`config.mk`:
```
export PLATFORM = sky130hd
export DESIGN_NAME = sram_like_arbiter
export DESIGN_NICKNAME = d
export VERILOG_FILES = /design/src/rtl/arb_pkg.sv /design/src/rtl/arb_owner_fifo.sv /design/src/rtl/sram_like_arbiter.sv
export SDC_FILE = /design/constraint.sdc
export NUM_CORES = 1
export LEC_CHECK = 0
export BUFFER_PORTS_ARGS = -buffer_cell sky130_fd_sc_hd__buf_2
export CAP_MARGIN = 40
export CORE_AREA = 4 4 123 125
export DETAILED_ROUTE_END_ITERATION = 8
export DIE_AREA = 0 0 127 129
export PLACE_DENSITY = 0.51
export SLEW_MARGIN = 40
export SYNTH_ARGS = -nofsm -noshare
export SYNTH_HDL_FRONTEND = slang
export SYNTH_SLANG_ARGS = --single-unit
```
`constraint.sdc`:
```
create_clock -name clk -period 2.7 [get_ports clk]
set_clock_uncertainty 0.15 [all_clocks]
set_input_delay 0.27 -clock clk [delete_from_list [all_inputs] [get_ports clk]]
set_output_delay 0.27 -clock clk [all_outputs]
set_load 0.01 [all_outputs]
```
`src/rtl/arb_pkg.sv`:
```
// Shared definitions for the instruction/data SRAM-like arbiter:
// owner encodings, transfer-size encodings and the depth limit.
package arb_pkg;

    // Owner tag stored per accepted transaction.
    typedef enum logic {
        OWN_INST = 1'b0,
        OWN_DATA = 1'b1
    } own_e;

    // SRAM-like transfer size encodings.
    localparam logic [1:0] SIZE_B = 2'd0;
    localparam logic [1:0] SIZE_H = 2'd1;
    localparam logic [1:0] SIZE_W = 2'd2;

    // Largest supported number of accepted-but-unanswered transactions.
    localparam int unsigned OUTSTANDING_MAX = 4;

endpackage

```
`src/rtl/arb_owner_fifo.sv`:
```
// In-order owner queue: DEPTH entries of 1 bit, read/write pointers that
// wrap modulo DEPTH, and an occupancy counter. Pop on empty is ignored;
// the caller never pushes when full.
module arb_owner_fifo #(
    parameter int unsigned DEPTH = 2
) (
    input  logic                           clk,
    input  logic                           rstn,
    input  logic                           push,
    input  logic                           pop,
    input  logic                           din,
    output logic                           head,
    output logic                           full,
    output logic                           empty,
    output logic [$clog2(DEPTH+1)-1:0]     cnt
);

    localparam int unsigned PW = (DEPTH > 1) ? $clog2(DEPTH) : 1;
    localparam int unsigned CW = $clog2(DEPTH + 1);
    localparam logic [PW-1:0] LAST = PW'(DEPTH - 1);

    logic [DEPTH-1:0] mem;
    logic [PW-1:0]    wr_ptr;
    logic [PW-1:0]    rd_ptr;
    logic             push_en;
    logic             pop_en;

    function automatic logic [PW-1:0] ptr_inc(input logic [PW-1:0] p);
        return (p == LAST) ? '0 : p + 1'b1;
    endfunction

    // Qualified push/pop and status flags.
    always_comb begin
        push_en = push;
        pop_en  = pop & (cnt != '0);
        full    = (cnt == CW'(DEPTH));
        empty   = (cnt == '0);
        head    = mem[rd_ptr];
    end

    // Pointer, counter and entry storage updates.
    always_ff @(posedge clk) begin
        if (!rstn) begin
            wr_ptr <= '0;
            rd_ptr <= '0;
            cnt    <= '0;
            mem    <= '0;
        end else begin
            if (push_en) begin
                mem[wr_ptr] <= din;
                wr_ptr      <= ptr_inc(wr_ptr);
            end
            if (pop_en) begin
                rd_ptr <= ptr_inc(rd_ptr);
            end
            case ({push_en, pop_en})
                2'b10:   cnt <= cnt + 1'b1;
                2'b01:   cnt <= cnt - 1'b1;
                default: cnt <= cnt;
            endcase
        end
    end

endmodule

```
`src/rtl/sram_like_arbiter.sv`:
```
// Two-to-one SRAM-like arbiter: shares one downstream port between the
// instruction and data ports, with a grant lock while an address waits
// for acceptance and an in-order owner queue for response routing.
// Optional feature macro: ARB_ROUND_ROBIN_EN (alternating priority when
// both ports are eligible); undefined gives fixed data-over-inst priority.
// OUTSTANDING must lie in 1..OUTSTANDING_MAX.
module sram_like_arbiter
    import arb_pkg::*;
#(
    parameter int unsigned OUTSTANDING = 2
) (
    input  logic        clk,
    input  logic        rstn,
    input  logic        inst_req,
    input  logic        inst_wr,
    input  logic [1:0]  inst_size,
    input  logic [3:0]  inst_wstrb,
    input  logic [31:0] inst_addr,
    input  logic [31:0] inst_wdata,
    output logic        inst_addr_ok,
    output logic        inst_data_ok,
    output logic [31:0] inst_rdata,
    input  logic        data_req,
    input  logic        data_wr,
    input  logic [1:0]  data_size,
    input  logic [3:0]  data_wstrb,
    input  logic [31:0] data_addr,
    input  logic [31:0] data_wdata,
    output logic        data_addr_ok,
    output logic        data_data_ok,
    output logic [31:0] data_rdata,
    output logic        m_req,
    output logic        m_wr,
    output logic [1:0]  m_size,
    output logic [3:0]  m_wstrb,
    output logic [31:0] m_addr,
    output logic [31:0] m_wdata,
    input  logic        m_addr_ok,
    input  logic        m_data_ok,
    input  logic [31:0] m_rdata
);

    localparam int unsigned CW = $clog2(OUTSTANDING + 1);

    logic          fifo_full;
    logic          fifo_empty;
    logic          fifo_head;
    logic [CW-1:0] fifo_cnt;
    logic          push;

    logic          lock_vld;
    own_e          lock_own;
    logic          room;
    logic          inst_elig;
    logic          data_elig;
    logic          grant_vld;
    own_e          grant_own;
`ifdef ARB_ROUND_ROBIN_EN
    own_e          last_own;
`endif

    // Eligibility uses only registered occupancy, so m_data_ok never reaches m_req.
    always_comb begin
        room      = (fifo_cnt < CW'(OUTSTANDING));
        inst_elig = inst_req & room;
        data_elig = data_req & room;
    end

    // Grant selection: a held lock wins while its owner still requests.
    always_comb begin
        grant_vld = 1'b0;
        grant_own = OWN_DATA;
        if (lock_vld && ((lock_own == OWN_DATA) ? data_elig : inst_elig)) begin
            grant_vld = 1'b1;
            grant_own = lock_own;
        end else if (data_elig && inst_elig) begin
            grant_vld = 1'b1;
`ifdef ARB_ROUND_ROBIN_EN
            grant_own = (last_own == OWN_DATA) ? OWN_INST : OWN_DATA;
`else
            grant_own = OWN_DATA;
`endif
        end else if (data_elig) begin
            grant_vld = 1'b1;
            grant_own = OWN_DATA;
        end else if (inst_elig) begin
            grant_vld = 1'b1;
            grant_own = OWN_INST;
        end
    end

    // Downstream request mux; all fields zero when nothing is granted.
    always_comb begin
        m_req   = 1'b0;
        m_wr    = 1'b0;
        m_size  = '0;
        m_wstrb = '0;
        m_addr  = '0;
        m_wdata = '0;
        if (grant_vld) begin
            m_req = 1'b1;
            if (grant_own == OWN_DATA) begin
                m_wr    = data_wr;
                m_size  = data_size;
                m_wstrb = data_wstrb;
                m_addr  = data_addr;
                m_wdata = data_wdata;
            end else begin
                m_wr    = inst_wr;
                m_size  = inst_size;
                m_wstrb = inst_wstrb;
                m_addr  = inst_addr;
                m_wdata = inst_wdata;
            end
        end
    end

    // Address acceptance and response routing back to the upstream ports.
    always_comb begin
        push         = m_req & m_addr_ok & ~fifo_full;
        inst_addr_ok = m_addr_ok & grant_vld & (grant_own == OWN_INST);
        data_addr_ok = m_addr_ok & grant_vld & (grant_own == OWN_DATA);
        inst_data_ok = m_data_ok & ~fifo_empty & (own_e'(fifo_head) == OWN_INST);
        data_data_ok = m_data_ok & ~fifo_empty & (own_e'(fifo_head) == OWN_DATA);
        inst_rdata   = m_rdata;
        data_rdata   = m_rdata;
    end

    // Grant lock: hold the owner while its address waits for m_addr_ok.
    // A withdrawn request leaves no grant to that owner, so the lock drops naturally.
    always_ff @(posedge clk) begin
        if (!rstn) begin
            lock_vld <= 1'b0;
            lock_own <= OWN_INST;
        end else if (m_req && !m_addr_ok) begin
            lock_vld <= 1'b1;
            lock_own <= grant_own;
        end else begin
            lock_vld <= 1'b0;
        end
    end

`ifdef ARB_ROUND_ROBIN_EN
    // Remember the most recent accepted owner for alternating priority.
    always_ff @(posedge clk) begin
        if (!rstn) begin
            last_own <= OWN_INST;
        end else if (push) begin
            last_own <= grant_own;
        end
    end
`endif

    arb_owner_fifo #(
        .DEPTH (OUTSTANDING)
    ) u_owner_fifo (
        .clk   (clk),
        .rstn  (rstn),
        .push  (push),
        .pop   (m_data_ok),
        .din   (grant_own),
        .head  (fifo_head),
        .full  (fifo_full),
        .empty (fifo_empty),
        .cnt   (fifo_cnt)
    );

endmodule

```
==> Yosys cells after proc, flatten, opt, wreduce, memory -nomap -nowiden <==
Index checks and enable logic that the tools add are counted.
{ "classes": {"n_addsub": 4, "mul": 0, "n_div": 0, "magnitude_cmp": 4, "n_eq_ne": 3, "shifts": 0, "muxes": 29, "bitwise_logic": 15, "reduce_logical": 8} }
{ "op_table": {"columns": ["operator", "n"], "rows": [
  ["$mux 32", 4],
  ["$mux 1", 18],
  ["$and 1x1->1", 11],
  ["$mux 4", 2],
  ["$eq 2x2->1 const B", 2],
  ["$logic_and 1x1->1", 4],
  ["$lt 1x2->1 const B", 2],
  ["$mux 2", 2],
  ["$not 1->1", 4],
  ["$pmux 2 s2", 1],
  ["$reduce_bool 2->1", 2],
  ["$add 1x1->1 const B", 2],
  ["$add 2x1->2 const B", 1],
  ["$bwmux 2", 1],
  ["$eq 2x1->1 const B", 1],
  ["$logic_not 2->1", 1],
  ["$lt 2x2->1 const B", 1],
  ["$sub 2x1->2 const B", 1],
  ["$demux 1 s1", 1],
  ["$ge 1x1->1 const B", 1],
  ["$logic_not 1->1", 1]
]} }
{ "totals": {"register_bits": 8, "latchBits": 0, "mem_bits_rw": 0, "mem_bits_ro": 0, "in_bits": 180, "out_inout_bits": 140, "wordCells": 69, "mem_count": 0} }

==> Longest topological paths before layout <==
{ "logic_depth": {"ltp_word": 11, "ltp_mapped": 7, "depth_no_buf": 6} }

==> Hierarchy <==
A second synthesis with hierarchy kept.
{ "hier_totals": {"hier_cells": 370, "hier_area_um2": 2383.5} }
{ "modules_own_cells": {"columns": ["module", "instances", "cells_per_inst", "area_each_um2", "seq_area_each_um2"], "rows": [
  ["sram_like_arbiter", 1, 341, 2104.5, 40.0],
  ["arb_owner_fifo", 1, 29, 279.0, 120.1]
]} }

==> Worst setup path before layout <==
OpenSTA, ideal clock, no wires.
{ "synth_timing": {"kind": "register -> register", "from": "register u_owner_fifo.cnt[0]", "to": "register u_owner_fifo.cnt[1]", "setup_time_ns": 0.070, "arrival_ns": 1.543, "t_required_ns": 2.480, "setup_slack_ns": 0.937, "path_stages_with_launch": 6, "n_path_buf": 0, "synth_period_minus_slack_ns": 1.763, "path_cell_list": "dfxtp_1 o21ai_0 inv_1 ha_1 or3_1 a21oi_1"} }
{ "synth_via": {"elab_cells_between_ends": 23, "classes_between": "add/sub: 2; order compare: 1; eq/ne: 3; mux: 7; bitwise: 6; reduce/logical: 4"} }
{ "synth_rtl": {"columns": ["item", "line", "rtl"], "rows": [
  ["from (decl)", "arb_owner_fifo.sv:15", "output logic [$clog2(DEPTH+1)-1:0] cnt"],
  ["from (signal assigned)", "arb_owner_fifo.sv:57", "2'b10: cnt <= cnt + 1'b1;"],
  ["from (signal assigned)", "arb_owner_fifo.sv:58", "2'b01: cnt <= cnt - 1'b1;"],
  ["from (signal assigned)", "arb_owner_fifo.sv:59", "default: cnt <= cnt;"],
  ["$reduce_bool 2->1 *", "arb_owner_fifo.sv:35", "pop_en = pop & (cnt != '0);"],
  ["$and 1x1->1 *", "arb_owner_fifo.sv:35", null],
  ["via u_owner_fifo.pop_en", "arb_owner_fifo.sv:26", "logic pop_en;"],
  ["$eq 2x1->1 or $eq 2x2->1 (tied branches)", "arb_owner_fifo.sv:56", "case ({push_en, pop_en})"],
  ["$pmux 2 s2 or $reduce_bool 2->1 (tied branches)", null, null]
]} }
The timed path passes the listed nets; every way through them passes the cells marked *.
A chain may end at the register's enable or synchronous reset.

==> Worst setup path in the final report <==
{ "layout_timing": {"from": "register lock_own", "to": "output m_addr[26]"} }
{ "layout_via": {"elab_chain_cells": 5, "elab_cells_between_ends": 6, "classes_between": "mux: 5; reduce/logical: 1"} }
{ "layout_rtl": {"columns": ["item", "line", "rtl"], "rows": [
  ["from (decl)", "sram_like_arbiter.sv:52", "own_e lock_own;"],
  ["from (signal assigned)", "sram_like_arbiter.sv:137", "lock_own <= grant_own;"],
  ["$mux 1", "sram_like_arbiter.sv:73", "if (lock_vld && ((lock_own == OWN_DATA) ? data_elig : inst_elig)) begin"],
  ["$logic_and 1x1->1", "sram_like_arbiter.sv:73", null],
  ["$mux 1", "sram_like_arbiter.sv:73", null],
  ["$mux 32", "sram_like_arbiter.sv:102", "if (grant_own == OWN_DATA) begin"],
  ["$mux 32 *", "sram_like_arbiter.sv:100", "if (grant_vld) begin"],
  ["to (decl)", "sram_like_arbiter.sv:36", "output logic [31:0] m_addr,"]
]} }
Mark *: on every way between the ends. The rest lies on a longest branch, timed or not.

==> impl_metrics.py <==
metrics = {
    "cells_and_area": {
        "area_growth_pct": 32.7,
        "stdcell_count": 677,
        "diodes": 0,
        "final.fill_count": 1615,
        "drive_gt1_frac": 0.485,
        "nNetsFinal": 680,
    },
    "route": {
        "wl_per_cell_microns": 14.8,
        "drt_iter0_drc": 193,
        "firstDrtPassIters": 4,
        "post-route-drc-count": 0,
        "drt_wl_total_mm": 10.0,
        "vias": 3247,
        "final_antenna_net_count": 0,
        "vias_per_cell": 4.80,
    },
    "sta": {
        "rsz0062_at_grt": "no",
        "tightest_slew_ps": 782,
        "slew_violations": 0,
        "period_needed_ps": 2040,
        "fin_setup_tns_ps": 0,
        "fin_crit_sh": 0.757,
        "setup_viol": 0,
        "hold_violations": 0,
        "timing.fmax_mhz": 489,
        "maxSlewHeadroom": 0.479,
    },
    "cts": {
        "cts_tree": "built",
        "clockBufferDepth": 2,
        "clockRootBuffer": "clkbuf_16",
        "clkSinkCount": 8,
        "clk_pin_slew_ps": 40,
        "cts_hold_buf": 0,
        "numCtsBuffers": 3,
        "worst_skew_pair.late_latency_ps": 240,
        "post_cts_resized": 0,
        "h-tree-depth": 1,
        "post_cts_buffers": 0,
    },
    "synthesis": {
        "yosysWarnings": 0,
        "synth.most_common_cell": "a21oi_1",
        "synth_top_area_frac": 0.224,
        "yosys-top-cells-count": "a21oi_1 (74), nand3_1 (72), o211ai_1 (71)",
        "synth.avg_cell_area_sq_um": 6.38,
        "synth_cell_types": 30,
        "synth_area_sq_mm": 0.00237,
        "synth_area_leaders": "o211ai_1 (22%), buf_4 (21%), a21oi_1 (16%)",
        "yosysSeqAreaShare": 0.0674,
        "synth_flop_cell": "dfxtp_1",
        "synth_edf_count": 0,
        "ys_ff_latch": 8,
        "postSynth.asyncResetShare": 0,
        "yosys.area.top_type": "o211ai_1",
        "syn-num-nets": 553,
        "synthCells": 372,
    },
    "floorplan": {
        "ios": 320,
        "die_w_microns": 127,
        "num_rows": 43,
        "start_util": 0.171,
        "die_h_microns": 129,
        "coreArea_sq_mm": 0.0139,
        "fp.dieArea_sq_mm": 0.0164,
    },
    "worst_setup_path": {
        "setup.worst_path.start": "lock_own$_SDFFE_PN0P_",
        "path_class": "flop to output pin",
        "cp.required_ps": 2280,
        "worstReg2RegStart": "u_owner_fifo.cnt[1]$_SDFFE_PN0P_",
        "cp-start-kind": "flop",
        "slowest_stage": "dfxtp_1",
        "crit_path_end_kind": "output pin",
        "critPathMaxStageDelay_ps": 380,
        "crit_path_max_fanout": 35,
        "crit_chain": "nand3b_2 -> buf_4 -> nand3_1 -> a21oi_1 -> buf_2",
        "arrival_ps": 1620,
    },
    "power": {
        "vdd_ir_drop_max_uv": 409,
        "leakage_uw": 0.00150,
        "cellPowerDensity_mw_per_mm2": 461,
    },
    "global_routing": {
        "grt_overflow": 0,
        "met1_usage": 0.129,
        "grt_start_max_net_pins": 75,
        "grt.busiest_layer": "met2",
        "grt_util_met2": 0.189,
        "grtUsageMet3": 0.0249,
        "grt_use_total": 0.105,
        "grt_pass1_vias": 2813,
        "antenna_found_initial": 0,
        "grt_pass1_wl_mm": 14.5,
    },
    "job": {
        "drv_cap": 0,
    },
    "placed_design": {
        "hpwl_mm": 7.58,
        "numPortBuffers": 223,
        "dp.cells": 674,
        "gp_congestion": 0.744,
    },
    "status": {
        "outcome": "completed",
    },
    "hold_path": {
        "hold_path_class": "input pin to flop",
        "hp-start": "rstn",
    },
}
-- state kept, by name (all words and copies together) (netlist names) --
name and flops:
u_owner_fifo.wr_ptr 1, lock_vld 1, u_owner_fifo.rd_ptr 1, u_owner_fifo.cnt 2, u_owner_fifo.mem 2, lock_own 1
-- per-layer routing --
| layer | share of wire | vias to the layer above |
|---|---|---|
| met5 | 0 | - |
| met4 | 0.0083 | 0 |
| met2 | 0.49 | 223 |
| met3 | 0.12 | 19 |
| li1 | - | 1563 |
| met1 | 0.38 | 1442 |
-- cells in the final DEF, fill, tap and decap left out, drive strengths merged --
master	count
a21o	1
a21oi	74
a311oi	2
a31oi	2
and2	1
and3	1
buf	234
clkbuf	3
dfxtp	8
ha	1
inv	4
mux2i	1
nand2	1
nand3	72
nand3b	1
nor2	5
nor2b	4
nor3	2
o211ai	71
o21a	2
o21ai	2
or2	1
or3	1
xnor2	1
xor2	2
-- stage by stage --
stage                util  hold WS (ps)  setup slack [ps]  area (sq um)  total power (uW)
floorplan               -           266               937          2370               895
global placement    0.222           329               738          3080              1220
detailed placement  0.222           334               718          3080              1200
CTS                 0.227           135               646          3150              1460
global route        0.227           137               529          3150              1570
finish              0.227           133               657          3150              1450
-- worst paths after layout --
check / endpoint / slack, ps / depth (start not counted)
worst min register to register: u_owner_fifo.mem[1]$_SDFFE_PN0P_ / 340 / 1
worst max register to register: u_owner_fifo.cnt[1]$_SDFFE_PN0P_ / 780 / 5
worst min-delay path: lock_vld$_SDFF_PN0_ / 130 / 2
worst max-delay path: m_addr[26] / 660 / 5
-- logic make-up (layout without fill, tap and decap cells) --
kind of cell	Yosys count	in the layout	synth area share
xor+xnor	3	3	0.0111
compound gates	154	154	0.407
mux	1	1	0.00422
buf+inv	116	241	0.311
flops	8	8	0.0674
fa+ha+maj	1	1	0.00527
simple gates	89	89	0.194
-- where the power goes --
part	switching, uW	internal (uW)
clock network	65.8	192
registers	25.4	149
logic	612	409
-- worst max-delay path, delay by kind of cell, from the launching register on --
kind / cells / cell delay [ps]
buffers and inverters: 2 / 530
DFF: 1 / 380
and+or+nand+nor: 2 / 270
AOI/OAI and AO/OA: 1 / 170
-- area by class of cell --
| cell class | instances | area, sq um | area share |
|---|---|---|---|
| tap | 180 | 225 | 0.0715 |
| sequential | 8 | 161 | 0.0512 |
| inverter | 4 | 15.0 | 0.00476 |
| timing repair buffer | 234 | 1200 | 0.380 |
| clock buffer | 3 | 75.1 | 0.0238 |
| multi-input combinational | 248 | 1480 | 0.468 |
(Power assumes the default switching activity.)
